**config.mk**
```make
export PLATFORM = sky130hd
export DESIGN_NAME = seq_bin2bcd
export DESIGN_NICKNAME = d
export VERILOG_FILES = /design/src/rtl/bcd_pkg.sv /design/src/rtl/bcd_digit_adj.sv /design/src/rtl/seq_bin2bcd.sv
export SDC_FILE = /design/constraint.sdc
export NUM_CORES = 1
export LEC_CHECK = 0
export CORE_MARGIN = 2
export CORE_UTILIZATION = 54
export CTS_BUF_LIST = sky130_fd_sc_hd__clkbuf_2 sky130_fd_sc_hd__clkbuf_4 sky130_fd_sc_hd__clkbuf_8
export DETAILED_ROUTE_END_ITERATION = 10
export PLACE_DENSITY = 0.79
export SLEW_MARGIN = 20
export SYNTH_ARGS = -nofsm -noshare
export SYNTH_HDL_FRONTEND = slang
export SYNTH_SLANG_ARGS = --single-unit
export TNS_END_PERCENT = 5
```
**constraint.sdc**
```tcl
create_clock -name clk -period 4.1 [get_ports clk]
set_input_delay 0.615 -clock clk [delete_from_list [all_inputs] [get_ports clk]]
set_output_delay 0.615 -clock clk [all_outputs]
set_load 0.05 [all_outputs]
```
**src/rtl/bcd_pkg.sv**
```systemverilog
// bcd_pkg: shared types and constants for the sequential binary-to-BCD converter.
//   state_e        : converter FSM states (IDLE, SHIFT, DONE)
//   BCD_DIGIT_W    : bits per BCD digit
//   BCD_ADJ_THRESH : digit value at or above which the add-3 correction applies
//   BCD_ADJ_ADD    : correction added to a digit before each shift
package bcd_pkg;
   localparam int BCD_DIGIT_W = 4;
   localparam logic [BCD_DIGIT_W-1:0] BCD_ADJ_THRESH = 4'd5;
   localparam logic [BCD_DIGIT_W-1:0] BCD_ADJ_ADD = 4'd3;
   typedef enum logic [1:0] {IDLE, SHIFT, DONE} state_e;
endpackage

```
**src/rtl/bcd_digit_adj.sv**
```systemverilog
// bcd_digit_adj: one double-dabble correction cell, adds 3 to a BCD digit that is >= 5.
//   digit_i : scratch BCD digit before the shift
//   digit_o : corrected digit; never carries into the neighbouring digit
module bcd_digit_adj
   import bcd_pkg::*;
(
   input  logic [BCD_DIGIT_W-1:0] digit_i,
   output logic [BCD_DIGIT_W-1:0] digit_o
);
   assign digit_o = (digit_i >= BCD_ADJ_THRESH) ? digit_i + BCD_ADJ_ADD : digit_i;
endmodule

```
**src/rtl/seq_bin2bcd.sv**
```systemverilog
// seq_bin2bcd: multi-cycle double-dabble binary-to-BCD converter, one input bit per clock.
//   clk      : system clock, rising edge
//   rst_n    : synchronous active-low reset; aborts any conversion in flight
//   start    : conversion request, sampled only while idle
//   bin_in   : binary operand, captured on the accepted start cycle
//   busy     : high while a conversion is in progress
//   done     : one-cycle pulse coincident with the result outputs updating
//   bcd_out  : packed BCD result, ones digit in [3:0]
//   sign_out : operand was negative (SIGNED builds only)
//   overflow : magnitude did not fit in DIGITS digits; bcd_out keeps the low digits
module seq_bin2bcd
   import bcd_pkg::*;
#(
   parameter int BIN_W  = 9,
   parameter int DIGITS = 3,
   parameter bit SIGNED = 1'b0
) (
   input  logic                          clk,
   input  logic                          rst_n,
   input  logic                          start,
   input  logic [BIN_W-1:0]              bin_in,
   output logic                          busy,
   output logic                          done,
   output logic [BCD_DIGIT_W*DIGITS-1:0] bcd_out,
   output logic                          sign_out,
   output logic                          overflow
);
   localparam int CNT_W = $clog2(BIN_W + 1);
   localparam int BCD_W = BCD_DIGIT_W * DIGITS;

   state_e           state_q, state_d;
   logic [BIN_W-1:0] shift_q, shift_d;
   logic [BCD_W-1:0] scratch_q, scratch_d, scratch_adj;
   logic [CNT_W-1:0] cnt_q, cnt_d;
   logic             sign_lat_q, sign_lat_d;
   logic             ovf_st_q, ovf_st_d;
   logic [BCD_W-1:0] bcd_q, bcd_d;
   logic             sign_q, sign_d;
   logic             ovf_q, ovf_d;
   logic             done_q, done_d;
   logic             neg;
   logic [BIN_W-1:0] mag;

   // Two's-complement negation read as unsigned gives the right magnitude even for the most-negative value.
   assign neg = SIGNED && bin_in[BIN_W-1];
   assign mag = neg ? -bin_in : bin_in;

   for (genvar d = 0; d < DIGITS; d++) begin : g_adj
      bcd_digit_adj u_adj (
         .digit_i(scratch_q[d*BCD_DIGIT_W +: BCD_DIGIT_W]),
         .digit_o(scratch_adj[d*BCD_DIGIT_W +: BCD_DIGIT_W])
      );
   end

   always_comb begin
      state_d    = state_q;
      shift_d    = shift_q;
      scratch_d  = scratch_q;
      cnt_d      = cnt_q;
      sign_lat_d = sign_lat_q;
      ovf_st_d   = ovf_st_q;
      bcd_d      = bcd_q;
      sign_d     = sign_q;
      ovf_d      = ovf_q;
      done_d     = 1'b0;
      unique case (state_q)
         IDLE: if (start) begin
            shift_d    = mag;
            sign_lat_d = neg;
            scratch_d  = '0;
            ovf_st_d   = 1'b0;
            cnt_d      = CNT_W'(BIN_W);
            state_d    = SHIFT;
         end
         SHIFT: begin
            // Corrected scratch and operand shift together; the top scratch bit falls off.
            {scratch_d, shift_d} = {scratch_adj[BCD_W-2:0], shift_q, 1'b0};
            ovf_st_d = ovf_st_q | scratch_adj[BCD_W-1];
            cnt_d    = cnt_q - CNT_W'(1);
            state_d  = (cnt_q == CNT_W'(1)) ? DONE : SHIFT;
         end
         DONE: begin
            bcd_d   = scratch_q;
            sign_d  = sign_lat_q;
            ovf_d   = ovf_st_q;
            done_d  = 1'b1;
            state_d = IDLE;
         end
         default: state_d = IDLE;
      endcase
   end

   always_ff @(posedge clk) begin
      if (!rst_n) begin
         state_q    <= IDLE;
         shift_q    <= '0;
         scratch_q  <= '0;
         cnt_q      <= '0;
         sign_lat_q <= 1'b0;
         ovf_st_q   <= 1'b0;
         bcd_q      <= '0;
         sign_q     <= 1'b0;
         ovf_q      <= 1'b0;
         done_q     <= 1'b0;
      end else begin
         state_q    <= state_d;
         shift_q    <= shift_d;
         scratch_q  <= scratch_d;
         cnt_q      <= cnt_d;
         sign_lat_q <= sign_lat_d;
         ovf_st_q   <= ovf_st_d;
         bcd_q      <= bcd_d;
         sign_q     <= sign_d;
         ovf_q      <= ovf_d;
         done_q     <= done_d;
      end
   end

   assign busy     = (state_q != IDLE);
   assign done     = done_q;
   assign bcd_out  = bcd_q;
   assign sign_out = sign_q;
   assign overflow = ovf_q;
endmodule

```
# --- After elaboration in Yosys (flattened, before gate mapping) ---
# Index checks and enable logic that the tools add are counted.
# W data, S select, Z words.
classes:
  n_addsub: 4
  magnitude_cmp: 3
  n_eq_ne: 4
  mux: 15
  n_bitwise: 1
  n_reduce_logical: 4
ops:
  columns: ["cell", "n"]
  rows:
  - ["$pmux W12 S2", 1]
  - ["$pmux W9 S2", 1]
  - ["$mux W4", 4]
  - ["$add A4 B2 Y4 const B", 3]
  - ["$ge A4 B3 Y1 const B", 3]
  - ["$mux W12", 1]
  - ["$mux W9", 1]
  - ["$pmux W4 S2", 1]
  - ["$eq A4 B1 Y1 const B", 1]
  - ["$mux W2", 2]
  - ["$pmux W2 S2", 1]
  - ["$reduce_bool A2 Y1", 2]
  - ["$sub A4 B1 Y4 const B", 1]
  - ["$eq A2 B1 Y1 const B", 1]
  - ["$eq A2 B2 Y1 const B", 1]
  - ["$logic_not A2 Y1", 1]
  - ["$mux W1", 2]
  - ["$ne A2 B2 Y1 const B", 1]
  - ["$pmux W1 S2", 1]
  - ["$reduce_and A2 Y1", 1]
  - ["$or A1 B1 Y1", 1]
totals:
  register_bits: 42
  inputBits: 12
  out_inout_bits: 16
  word_cells: 39

# --- Longest topological paths before layout ---
# Gate-level depths: netlist of the first run.
logic_depth:
  word_depth: 4
  ltp_mapped: 6
  mapped_depth_nobuf: 6

# --- By module ---
# From an unflattened synthesis of the first run, not the netlist that was laid out.
unflattened:
  hier_cells: 228
  area_unflattened_um2: 1971.9
modules_own_cells:
  columns: ["module", "n_inst", "cells_each", "area_per_inst_um2", "seq_area_each_um2"]
  rows:
  - ["seq_bin2bcd", 1, 180, 1667.8, 840.8]
  - ["bcd_digit_adj", 3, 16, 101.3, 0.0]

# --- Worst setup path after synthesis of the first run ---
# Ideal clock, no wire load.
synth_path:
  kind: "flip-flop to output port"
  startpoint: "register state_q[1]"
  endpoint: "output busy"
  arrival_time_ns: 0.964
  path_slack_ns: 2.521
  path_stages_with_launch: 4
  cell_sequence: "dfxtp_1 -> buf_2 -> nor2_1 -> inv_1"
synth_via:
  elab_chain_len: 1
synth_lines:
  columns: ["item", "line_no", "text"]
  rows:
  - ["start, declared", "seq_bin2bcd.sv:31", "state_e state_q, state_d;"]
  - ["start signal, assigned", "seq_bin2bcd.sv:106", "state_q <= state_d;"]
  - ["$reduce_bool A2 Y1", "seq_bin2bcd.sv:119", "assign busy = (state_q != IDLE);"]
  - ["end, declared", "seq_bin2bcd.sv:22", "output logic busy,"]
# No other way between the ends.

# --- Worst setup path after layout of the first run ---
layout_path:
  startpoint: "register state_q[0]"
  endpoint: "output busy"
# Same word-level chain as after synthesis.

==> metrics.txt, run 1 <==
top-count cell post-synth=dfxtp_1; Worst R2R Path Depth=3; RePlAce Congestion=0.750; antenna violations before repair=0; total number of vias=about 1500; DR WL met2=1600 um; DR vias/cell=about 5.3; maximum vdd ir drop=between 0.2 and 0.25 mV; Setup Fix Bufs, Post-CTS=0; final hold violations=0; pwr/cell area=334 nW/um2; area share of the largest cell type after synthesis=a little over two fifths; Die Wd=between 60 and 70 um; met3 WL=about 190 um; CP Max Fanout=24; Area Growth Syn to Fin=16.7%; worst-margin pin slew=between 600 and 700 ps; max_cap viols=0; post-CTS sizing=0; FF-to-FF End=scratch_q[4]; Tcrit/Tclk final=between 60 and 70%; first-pass GRT wire length=around 6400 um; pre-CTS WS=around 1700 ps; total global-route track usage=20.0%; fin crit period=2780 ps; syn avg cell area=between 8 and 9 um2; number of global-route vias before repair=1407; clock tree sinks=42; top sig layer=met4; startpoint types=flop; hold endpoint=bcd_out[5]; ys async rst share=0%; Post-synth top cells=dfxtp_1 (42), nand2_1 (38), a21boi_1 (13), nor2_1 (13), a21oi_1 (11); drt pass-1 iters=4; synthesis-stage register bit count=42; hpwl dp=~2500 um; WHS=461 ps; Worst Hold Depth=2; clock skew=roughly 6.4 ps; outcome=complete, no violations; CTS H-tree depth=2; largest net degree at the start of global routing=25; Leak=0.000815 uW; Reg clk slew, reported paths=110 ps; total global routing overflow=0; EDFF count, synth=0; Hold-fix buffers, CTS=0; syn_nets=244; Synth area leader=dfxtp_1; Routed WL=roughly 3600 um; fraction of layout cells with a size suffix above 1=about a tenth; I/O pin cnt=28; Final setup viols=0; sequential fraction of the synthesis area=around 43%; CP arrival=2170 ps; Post-synth top flop=dfxtp_1; Max clock buf depth=2; Setup CP Type=reg -> out; routed len/inst=12.2 um; antenna-violating nets left=0; CTS buffer count=5; DP Cell Count=between 200 and 300; post-route setup slack=between 1000 and 1500 ps; Max Clk Rate=approximately 360 MHz; core area=around 3400 um2; DIE AREA=between 4000 and 5000 um2; largest cells by area after synthesis=dfxtp_1 (43%), nand2_1 (7.3%), ha_1 (5.1%); Post-Synthesis Cells=roughly 220; CTS tree=yes; hold_sp=bcd_out[5]; Mapped Area=slightly below 2000 um2; Fin Setup TNS=0 ps; Finished Layout Cells=between 200 and 300; Initial Utilization=approximately 57%; 1st-iter DRT viols=between 80 and 90; DRC Markers=0; fin. max-slew vios=0; final core occ=around 67%; Clock Latency Late Sink=between 300 and 400 ps; nets=about 270; Worst R2R Setup Slack=2150 ps; CP required=between 3000 and 4000 ps; Hold Crit Class=reg -> reg; wl on met1=approximately 1700 um; RSZ-0062 raised after global routing=false; die height=around 64 um; Root Driver=clkbuf_4; Rows=21; Yosys cell types=36; PortBufs=26; yosys warns=0; critical path endpoint category=primary output; antenna cells=0; worst rel slew slack=54.5%; worst r2r src=state_q[0]
-- area by class of cell --
class | instances | area (um2)
clock buffers | 7 | 58.8
clock inverters | 1 | 5.00
fillers | 273 | 1120
inverters | 10 | 37.5
multi-input cells | 159 | 1000
flip-flops and latches | 42 | 841
well taps | 46 | 57.6
repair buffers | 27 | 268
-- through the flow --
step	area (um2)	total power (uW)
final	2270	759
after CTS	2270	765
after floorplan	1940	525
after global routing	2270	796
after detailed placement	2210	551
after global placement	2210	550
-- flip-flops by register name, summed over array words and instances, names as in the netlist --
name / count
shift_q: 9
overflow: 1
state_q: 2
scratch_q: 12
cnt_q: 4
ovf_st_q: 1
bcd_out: 12
done: 1
-- power by group --
group	internal (uW)	switching (uW)	total [uW]
registers	425	16.4	441
clock network	89.8	128	217
logic	48.9	51.9	101
total	563	196	759
-- worst max path at each step --
stage / cells after the start / slack, ps / from / to
floorplan: 3 / 2520 / state_q[1] / busy
global placement: 3 / 1740 / state_q[0] / busy
detailed placement: 3 / 1710 / state_q[0] / busy
CTS: 3 / 1300 / state_q[0] / busy
global route: 3 / 1120 / state_q[0] / busy
finish: 3 / 1320 / state_q[0] / busy
-- logic make-up after synthesis --
family / count (synthesis) / synth area share (%)
AOI/OAI and AO/OA: 57 / 20.7
DFF: 42 / 43.2
adders and majority gates: 8 / 5.15
and+or+nand+nor: 82 / 20.1
muxes: 3 / 1.74
xor gates and xnor gates: 8 / 3.60
other: 1 / 0.193
buffers and inverters: 23 / 5.21
-- critical path: stages, from the launching register on --
cell             delay, ps
dfxtp_1                780
nor2_1                 150
inv_1                   80
clkdlybuf4s50_1        800
-- per-layer routing --
layer	up-vias	global-route usage, %
met5	-	0
met4	0	7.61
met3	6	6.34
met2	28	30.7
met1	704	26.0
li1	796	-
-- placed cells by master, fill, tap and decap left out, types with 3 or more instances in the layout --
cell / n
nand2b_1: 5
o21ai_1: 6
dfxtp_1: 42
nor2b_1: 10
a21boi_1: 13
ha_1: 8
o21ai_0: 6
a21boi_0: 4
nand2_1: 38
clkbuf_4: 6
nand3_1: 4
clkdlybuf4s50_1: 26
inv_1: 10
and2_1: 3
nor3_1: 3
o221a_2: 8
o31ai_1: 3
nor2_1: 13
mux2_2: 3
a21oi_1: 11
xnor2_1: 5
xor2_1: 3
Power figures use the tool's default switching activity.
==> run 2, diff against run 1 <==
- clock period: 4.1 -> 2.8 ns (I/O delays scaled with it)
==> metrics.txt, run 2 (synthesized netlist as in run 1, its figures left out) <==
Area Growth Syn to Fin=17.1%; CP required=2380 ps; Top delay family on crit path=buffers and inverters; Setup CP Type=reg -> out; Worst R2R Path Depth=4; Hold-fix buffers, CTS=0; most common cell after layout, fill and taps aside=dfxtp_1; CP Max Fanout=15; PortBufs=26; RSZ-0062 raised after global routing=false; antenna-violating nets left=0; Logic pwr share=14.0%; worst-margin pin slew=roughly 560 ps; DRC Markers=0; Rows=21; first-pass GRT wire length=6310 um; CTS buffer count=5; Final setup viols=0; commonest cells after routing, fill and taps aside=dfxtp_1 (42), nand2_1 (38), clkdlybuf4s50_1 (26), nor2_1 (13), a21boi_1 (13); Sw Share=25.6%; die height=around 64 um; CP arrival=2030 ps; Max clock buf depth=2; number of global-route vias before repair=between 1000 and 1500; Worst path depth=3; pwr/cell area=a little under 500 nW/um2; clock skew=approximately 13 ps; Cell Int Power=826 uW; Routed WL=around 3500 um; post-CTS sizing=0; DIE AREA=~4100 um2; Tcrit/Tclk final=between 80% and 90%; critical path endpoint category=primary output; DR vias/cell=~5.3; Setup Fix Bufs, Post-CTS=0; Leak=0.000820 uW; clock tree sinks=42; Worst R2R Setup Slack=~1100 ps; Fin Setup TNS=0 ps; Root Driver=clkbuf_4; worst r2r src=state_q[0]; crit-path cells=nor2_1, inv_1, clkdlybuf4s50_1; switching power=284 uW; total global-route track usage=about a fifth; register share of total power=between 50% and 60%; drt pass-1 iters=4; antenna violations before repair=0; maximum vdd ir drop=around 0.37 mV; fin crit period=between 2000 and 2500 ps; Reg clk slew, reported paths=between 100 and 150 ps; Crit path largest cell delay=about 800 ps; nets=around 270; Clock Latency Late Sink=approximately 350 ps; outcome=complete, no violations; total number of vias=1539; total global routing overflow=0; max_cap viols=0; 1st-iter DRT viols=70; clock share of power=between 20% and 30%; routed len/inst=12.1 um; antenna cells=0; core area=about 3400 um2; largest net degree at the start of global routing=24; RePlAce Congestion=slightly below 0.8; Worst Hold Depth=2; hpwl dp=2570 um; FF-to-FF End=ovf_st_q; CTS H-tree depth=2; I/O pin cnt=28; Initial Utilization=57.4%; slowest CP cell=clkdlybuf4s50_1; Hold Crit Class=reg -> reg; startpoint types=flop; Worst setup startpoint=state_q[1]; hold endpoint=bcd_out[10]; final hold violations=0; fraction of layout cells with a size suffix above 1=10.5%; Max Clk Rate=about 400 MHz; fin. max-slew vios=0; CTS tree=yes; worst rel slew slack=between 60% and 70%; hold_sp=bcd_out[10]; final core occ=between 60% and 70%; Buf/Inv on CP=2; Die Wd=between 60 and 70 um
[run 2: cell count changes in the layout (fill, tap and decap cells not counted), sizes merged]
cell and change:
buf +1
[run 2: per-layer routing]
layer  vias up  wire length (um)  track usage, %
met3         2               151            4.58
met4         0                25            9.24
met2        31              1580            29.9
met5         -                 0               0
li1        794                 -               -
met1       712              1780            26.1
[run 2: worst min-delay path: stages, from the launching register on]
cell and delay, ps:
dfxtp_1 330, nand2_1 50, a21boi_1 50
[run 2: power groups by stage]
stage                     Combinational (uW)  Sequential (uW)  Clock, uW
final                                    156              639        316
after detailed placement                 157              653          0
after floorplan                          120              649          0
after CTS                                158              639        321
after global routing                     175              643        347
after global placement                   155              652          0
[run 2: cell type report]
cell class / instances / area [um2]
clock buffer: 7 / 58.8
clock inverter: 1 / 5.00
fill: 299 / 1110
inverter: 10 / 37.5
multi-input combinational: 159 / 1000
sequential: 42 / 841
tap: 46 / 57.6
timing repair buffer: 28 / 275
[run 2: worst max path at each step]
stage,endpoint
global placement,busy
global route,busy
finish,busy
floorplan,scratch_q[10]
CTS,busy
detailed placement,busy
[run 2: metrics by stage]
step                      worst slack, ps  std cells  hold WS [ps]  total power [uW]  cell area (um2)
after floorplan                      1350        224           441               769             1940
after global placement                764        285           445               807             2210
after detailed placement              747        285           448               809             2210
after CTS                             346        293           464              1120             2280
after global routing                  253        293           483              1170             2280
final                                 350        293           460              1110             2280
==> run 3, diff against run 2 <==
- CAP_MARGIN: not set -> 20
- SKIP_LAST_GASP: not set -> 1
==> results of run 3 <==
The final DEF is identical to that of run 2; final timing and power are the same.
==> RTL change 1 (settings of run 2) <==
Remove the register `done_q`: a continuous assignment takes its place, so the output `done` follows one clock earlier.
--- a/src/rtl/seq_bin2bcd.sv
+++ b/src/rtl/seq_bin2bcd.sv
@@ -102,5 +102,4 @@
          sign_q     <= 1'b0;
          ovf_q      <= 1'b0;
-         done_q     <= 1'b0;
       end else begin
          state_q    <= state_d;
@@ -113,7 +112,8 @@
          sign_q     <= sign_d;
          ovf_q      <= ovf_d;
-         done_q     <= done_d;
       end
    end
+
+   assign done_q = done_d;
 
    assign busy     = (state_q != IDLE);
Function: same outputs for any inputs over 10 cycles, from zero or initial values and one cycle with rst_n low; that may be too few to reach the edited logic, so the function may still have changed.
==> RTL change 1 against run 2 <==
Setup slack better by 0.026 ns; via count fell by 0.52%; sequential cell count down 1; routed wire length increased by 1.2%; clock skew fell by 0.00084 ns; synthesized area up 0.58%; critical path depth stayed put; power up 1.6%; cell area increased by 0.71%; largest cell class unchanged.
==> RTL change 1: results (changes against run 2) <==
Layout
  • Nets: 265 (was 266)
  • Share of cells above drive strength 1: 11.79% (was 10.53%)
  • Finished Layout Cells: 292 (was 293)

Synth
  • Synth top cells by count: dfxtp_1, nand2_1, a21boi_0 (was dfxtp_1, nand2_1, a21boi_1, nor2_1, a21oi_1)
  • Mean Syn Cell Area: 8.849 um2 (was 8.680 um2)
  • Seq/Total Area, Yosys: 41.97% (was 43.24%)
  • Mapped Nets: 241 (was 244)
  • Unique masters post-synth: 38 (was 36)
  • Synth Warn #: 0 (unchanged)
  • Largest cells by area after synthesis: dfxtp_1, nand2_1, a21boi_0 (was dfxtp_1, nand2_1, ha_1)
  • Post-synth EDFFs: 0 (unchanged)

Outcome
  • Status: finished, final reports clean (unchanged)

Run
  • Number of max-cap violations: 0 (unchanged)

Global routing
  • Largest net degree at the start of global routing: 20 (was 24)
  • GRT Total Usage: 19.22% (was 19.60%)
  • First-pass GRT wire length: 6306 um (unchanged)
  • Met1 usage: 24.26% (was 26.05%)
  • M3 GR Usage: 4.225% (was 4.577%)
  • Met2 Use GR: 32.42% (was 29.95%)
  • Vias in the first global route: 1435 (was 1414)

Detailed routing
  • Routed vias/inst: 5.243 (was 5.253)
  • Initial DRC Count: 80 (was 70)
  • Wire per inst: 12.25 um (was 12.06 um)

Worst setup path
  • FF-to-FF End: cnt_q[2]$_SDFFE_PN0P_ (was ovf_st_q$_SDFFE_PN0P_)
  • Flop2flop setup slack: 1.03 ns (was 1.07 ns)
  • Crit path max fanout: 18 (was 15)
  • CP arrival: 2.00 ns (was 2.03 ns)

Place
  • Gpl congestion: 0.8342 (was 0.7915)
  • Detailed placement HPWL: 2569 um (was 2572 um)
  • Dpl cells: 284 (was 285)

Power
  • Leakage: 0.8364 nW (was 0.8197 nW)
  • Peak VDD IR: 0.3066 mV (was 0.3675 mV)

Timing
  • Final worst clock skew: 0.01224 ns (was 0.01308 ns)
  • Worst Max-Slew Pin Slew: 0.6089 ns (was 0.5613 ns)

CTS
  • Clock Tree Root: clkbuf_4 (unchanged)
  • Post-cts resize count: 0 (unchanged)
  • CTS max path bufs: 2 (unchanged)

Min path
  • Hold EP: bcd_out[0]$_SDFFE_PN0P_ (was bcd_out[10]$_SDFFE_PN0P_)
  • Hold path startpoint: bcd_out[0]$_SDFFE_PN0P_ (was bcd_out[10]$_SDFFE_PN0P_)
RTL change 1: worst max-delay path: cells and delay by family (launching register included):
| family | cells | cell delay, ns |
|---|---|---|
| buf+inv | 2 | 0.87 |
| flops | 1 | 0.64 |
| simple gates | 1 | 0.15 |
RTL change 1: cell type report:
type,instances,area (um2)
Sequential cell,41,820.8
Timing Repair Buffer,29,280.3
Tap cell,46,57.56
Clock inverter,1,5.005
Inverter,11,41.29
Multi-Input combinational cell,157,1023
Fill cell,291,1122
Clock buffer,7,65.06
RTL change 1: where the power goes:
part           internal (mW)  switching [mW]  leakage, nW
Clock                  0.146           0.193       0.0413
Sequential             0.607          0.0213        0.334
Combinational         0.0771          0.0834        0.461
RTL change 1: worst max path at each step:
stage | slack, ns | startpoint | endpoint
floorplan | 1.33 | state_q[1]$_SDFFE_PN0P_ | busy
global placement | 0.78 | state_q[0]$_SDFFE_PN0P_ | busy
detailed placement | 0.75 | state_q[0]$_SDFFE_PN0P_ | busy
CTS | 0.36 | state_q[0]$_SDFFE_PN0P_ | busy
global route | 0.23 | state_q[0]$_SDFFE_PN0P_ | busy
finish | 0.38 | state_q[0]$_SDFFE_PN0P_ | busy
RTL change 1: logic make-up after synthesis:
kind of cell,count (synthesis),synth area share [%]
buffers and inverters,23,5.694
adders and majority gates,8,5.119
and+or+nand+nor,80,20.73
muxes,3,1.727
xor gates and xnor gates,8,3.583
other,1,0.1918
AOI/OAI and AO/OA,57,20.99
DFF,41,41.97
RTL change 1: metrics by stage:
| step | area, um2 | hold WS [ns] | worst slack, ns |
|---|---|---|---|
| 6_report | 2293 | 0.4705 | 0.3765 |
| 5_1_grt | 2293 | 0.4903 | 0.2294 |
| 4_1_cts | 2293 | 0.4735 | 0.3601 |
| 3_5_place_dp | 2223 | 0.4562 | 0.7502 |
| 3_3_place_gp | 2223 | 0.4516 | 0.7794 |
| 2_1_floorplan | 1956 | 0.4412 | 1.327 |
RTL change 1: per-layer routing:
| layer | vias to the layer above | part of all wire [%] |
|---|---|---|
| met3 | 5 | 3.0 |
| met1 | 711 | 50 |
| met4 | 0 | 1.4 |
| met2 | 20 | 45 |
| li1 | 795 | - |
| met5 | - | 0 |
==> RTL change 2 (config.mk and constraints of run 2) <==
Without the edit above. The package constant `BCD_DIGIT_W` goes from 4 to 3.
--- a/src/rtl/bcd_pkg.sv
+++ b/src/rtl/bcd_pkg.sv
@@ -5,5 +5,5 @@
 //   BCD_ADJ_ADD    : correction added to a digit before each shift
 package bcd_pkg;
-   localparam int BCD_DIGIT_W = 4;
+   localparam int BCD_DIGIT_W = 3;
    localparam logic [BCD_DIGIT_W-1:0] BCD_ADJ_THRESH = 4'd5;
    localparam logic [BCD_DIGIT_W-1:0] BCD_ADJ_ADD = 4'd3;
Ports: changed (resized bcd_out); port bits go from 28 to 25. The function was not compared with the original's and may differ.
==> RTL change 2 against run 2 <==
Sequential cell count decreased by 6; core utilization decreased by 0.72 points; cell area decreased by 10%; critical path depth is 1 higher; setup slack gained 0.10 ns; maximum frequency grew 4.3%; routed wire length down 2.6%; sequential power fell by 14%; hold slack improved by 0.011 ns; power fell by 10%; synthesized area down 10%; largest power group unchanged.
==> RTL change 2: results (changes against run 2) <==
Synth
  • Seq/Total Area, Yosys: 41.17% (was 43.24%)
  • Synth top cells by count: dfxtp_1, nand2_1, o21ai_0 (was dfxtp_1, nand2_1, a21boi_1, nor2_1, a21oi_1)
  • Mapped Nets: 220 (was 244)
  • Synth Area in XOR/XNOR: 1.001% (was 3.604%)
  • Largest cells by area after synthesis: dfxtp_1, nand2_1, ha_1 (unchanged)

Power
  • Peak VDD IR: 0.3169 mV (was 0.3675 mV)
  • Seq group: 552 uW (was 639 uW)
  • Clock power share: 30.3% (was 28.4%)
  • Leakage: 0.7226 nW (was 0.8197 nW)
  • Sw frac: 25.71% (was 25.59%)

Worst setup path
  • FF-to-FF End: shift_q[4]$_SDFFE_PN0P_ (was ovf_st_q$_SDFFE_PN0P_)
  • Flop2flop setup slack: 1.40 ns (was 1.07 ns)
  • Crit path max fanout: 14 (was 15)
  • R2R Path Start: state_q[1]$_SDFFE_PN0P_ (was state_q[0]$_SDFFE_PN0P_)
  • Crit path launch: state_q[0]$_SDFFE_PN0P_ (was state_q[1]$_SDFFE_PN0P_)
  • CP arrival: 1.93 ns (was 2.03 ns)

Global routing
  • M3 GR Usage: 6.610% (was 4.577%)
  • GRT Total Usage: 21.34% (was 19.60%)
  • Met2 Use GR: 38.40% (was 29.95%)
  • Largest net degree at the start of global routing: 22 (was 24)
  • Met1 usage: 23.78% (was 26.05%)
  • First-pass GRT wire length: 5858 um (was 6306 um)
  • Vias in the first global route: 1374 (was 1414)

Place
  • Detailed placement HPWL: 2491 um (was 2572 um)
  • Area of placed instances: 1981 um2 (was 2213 um2)
  • Gpl congestion: 0.7516 (was 0.7915)
  • I/O Buffers: 23 (was 26)

Min path
  • Hold path startpoint: bcd_out[2]$_SDFFE_PN0P_ (was bcd_out[10]$_SDFFE_PN0P_)
  • Hold EP: bcd_out[2]$_SDFFE_PN0P_ (was bcd_out[10]$_SDFFE_PN0P_)
  • Min-Delay Path Class: flop to flop (unchanged)

Timing
  • Final worst clock skew: 0.01049 ns (was 0.01308 ns)
  • Worst Max-Slew Pin Slew: 0.6004 ns (was 0.5613 ns)
  • Final min period: 2.350 ns (was 2.450 ns)

Detailed routing
  • Initial DRC Count: 59 (was 70)
  • Via count: 1459 (was 1539)
  • Met2 wire length: 1831 um (was 1580 um)

Layout
  • Share of cells above drive strength 1: 8.636% (was 10.53%)

Outcome
  • Status: finished, final reports clean (unchanged)
RTL change 2: final cells by class:
cell class | count | area, um2
clock buffers | 7 | 65.06
repair buffers | 26 | 252.7
well taps | 44 | 55.05
inverters | 11 | 41.29
flip-flops and latches | 36 | 720.7
fillers | 266 | 1032
multi-input cells | 140 | 910.9
RTL change 2: logic make-up after synthesis:
kind of cell,after synthesis
AO/OA/AOI/OAI,65
XOR/XNOR,2
adder cells (fa/ha/maj),8
buffers and inverters,24
flip-flops,36
multiplexers,2
other,1
AND/OR/NAND/NOR,62
RTL change 2: metrics by stage:
stage | hold WS [ns] | instances
2_1_floorplan | 0.4412 | 200
3_3_place_gp | 0.4545 | 257
3_5_place_dp | 0.4599 | 257
4_1_cts | 0.4749 | 264
5_1_grt | 0.4955 | 264
6_report | 0.4707 | 264
RTL change 2: worst register-to-register path: cells and delay by family, from the launching register on:
family / cells / cell delay (ns)
simple gates: 1 / 0.39
compound gates: 2 / 0.37
flops: 1 / 0.36
buf+inv: 1 / 0.21
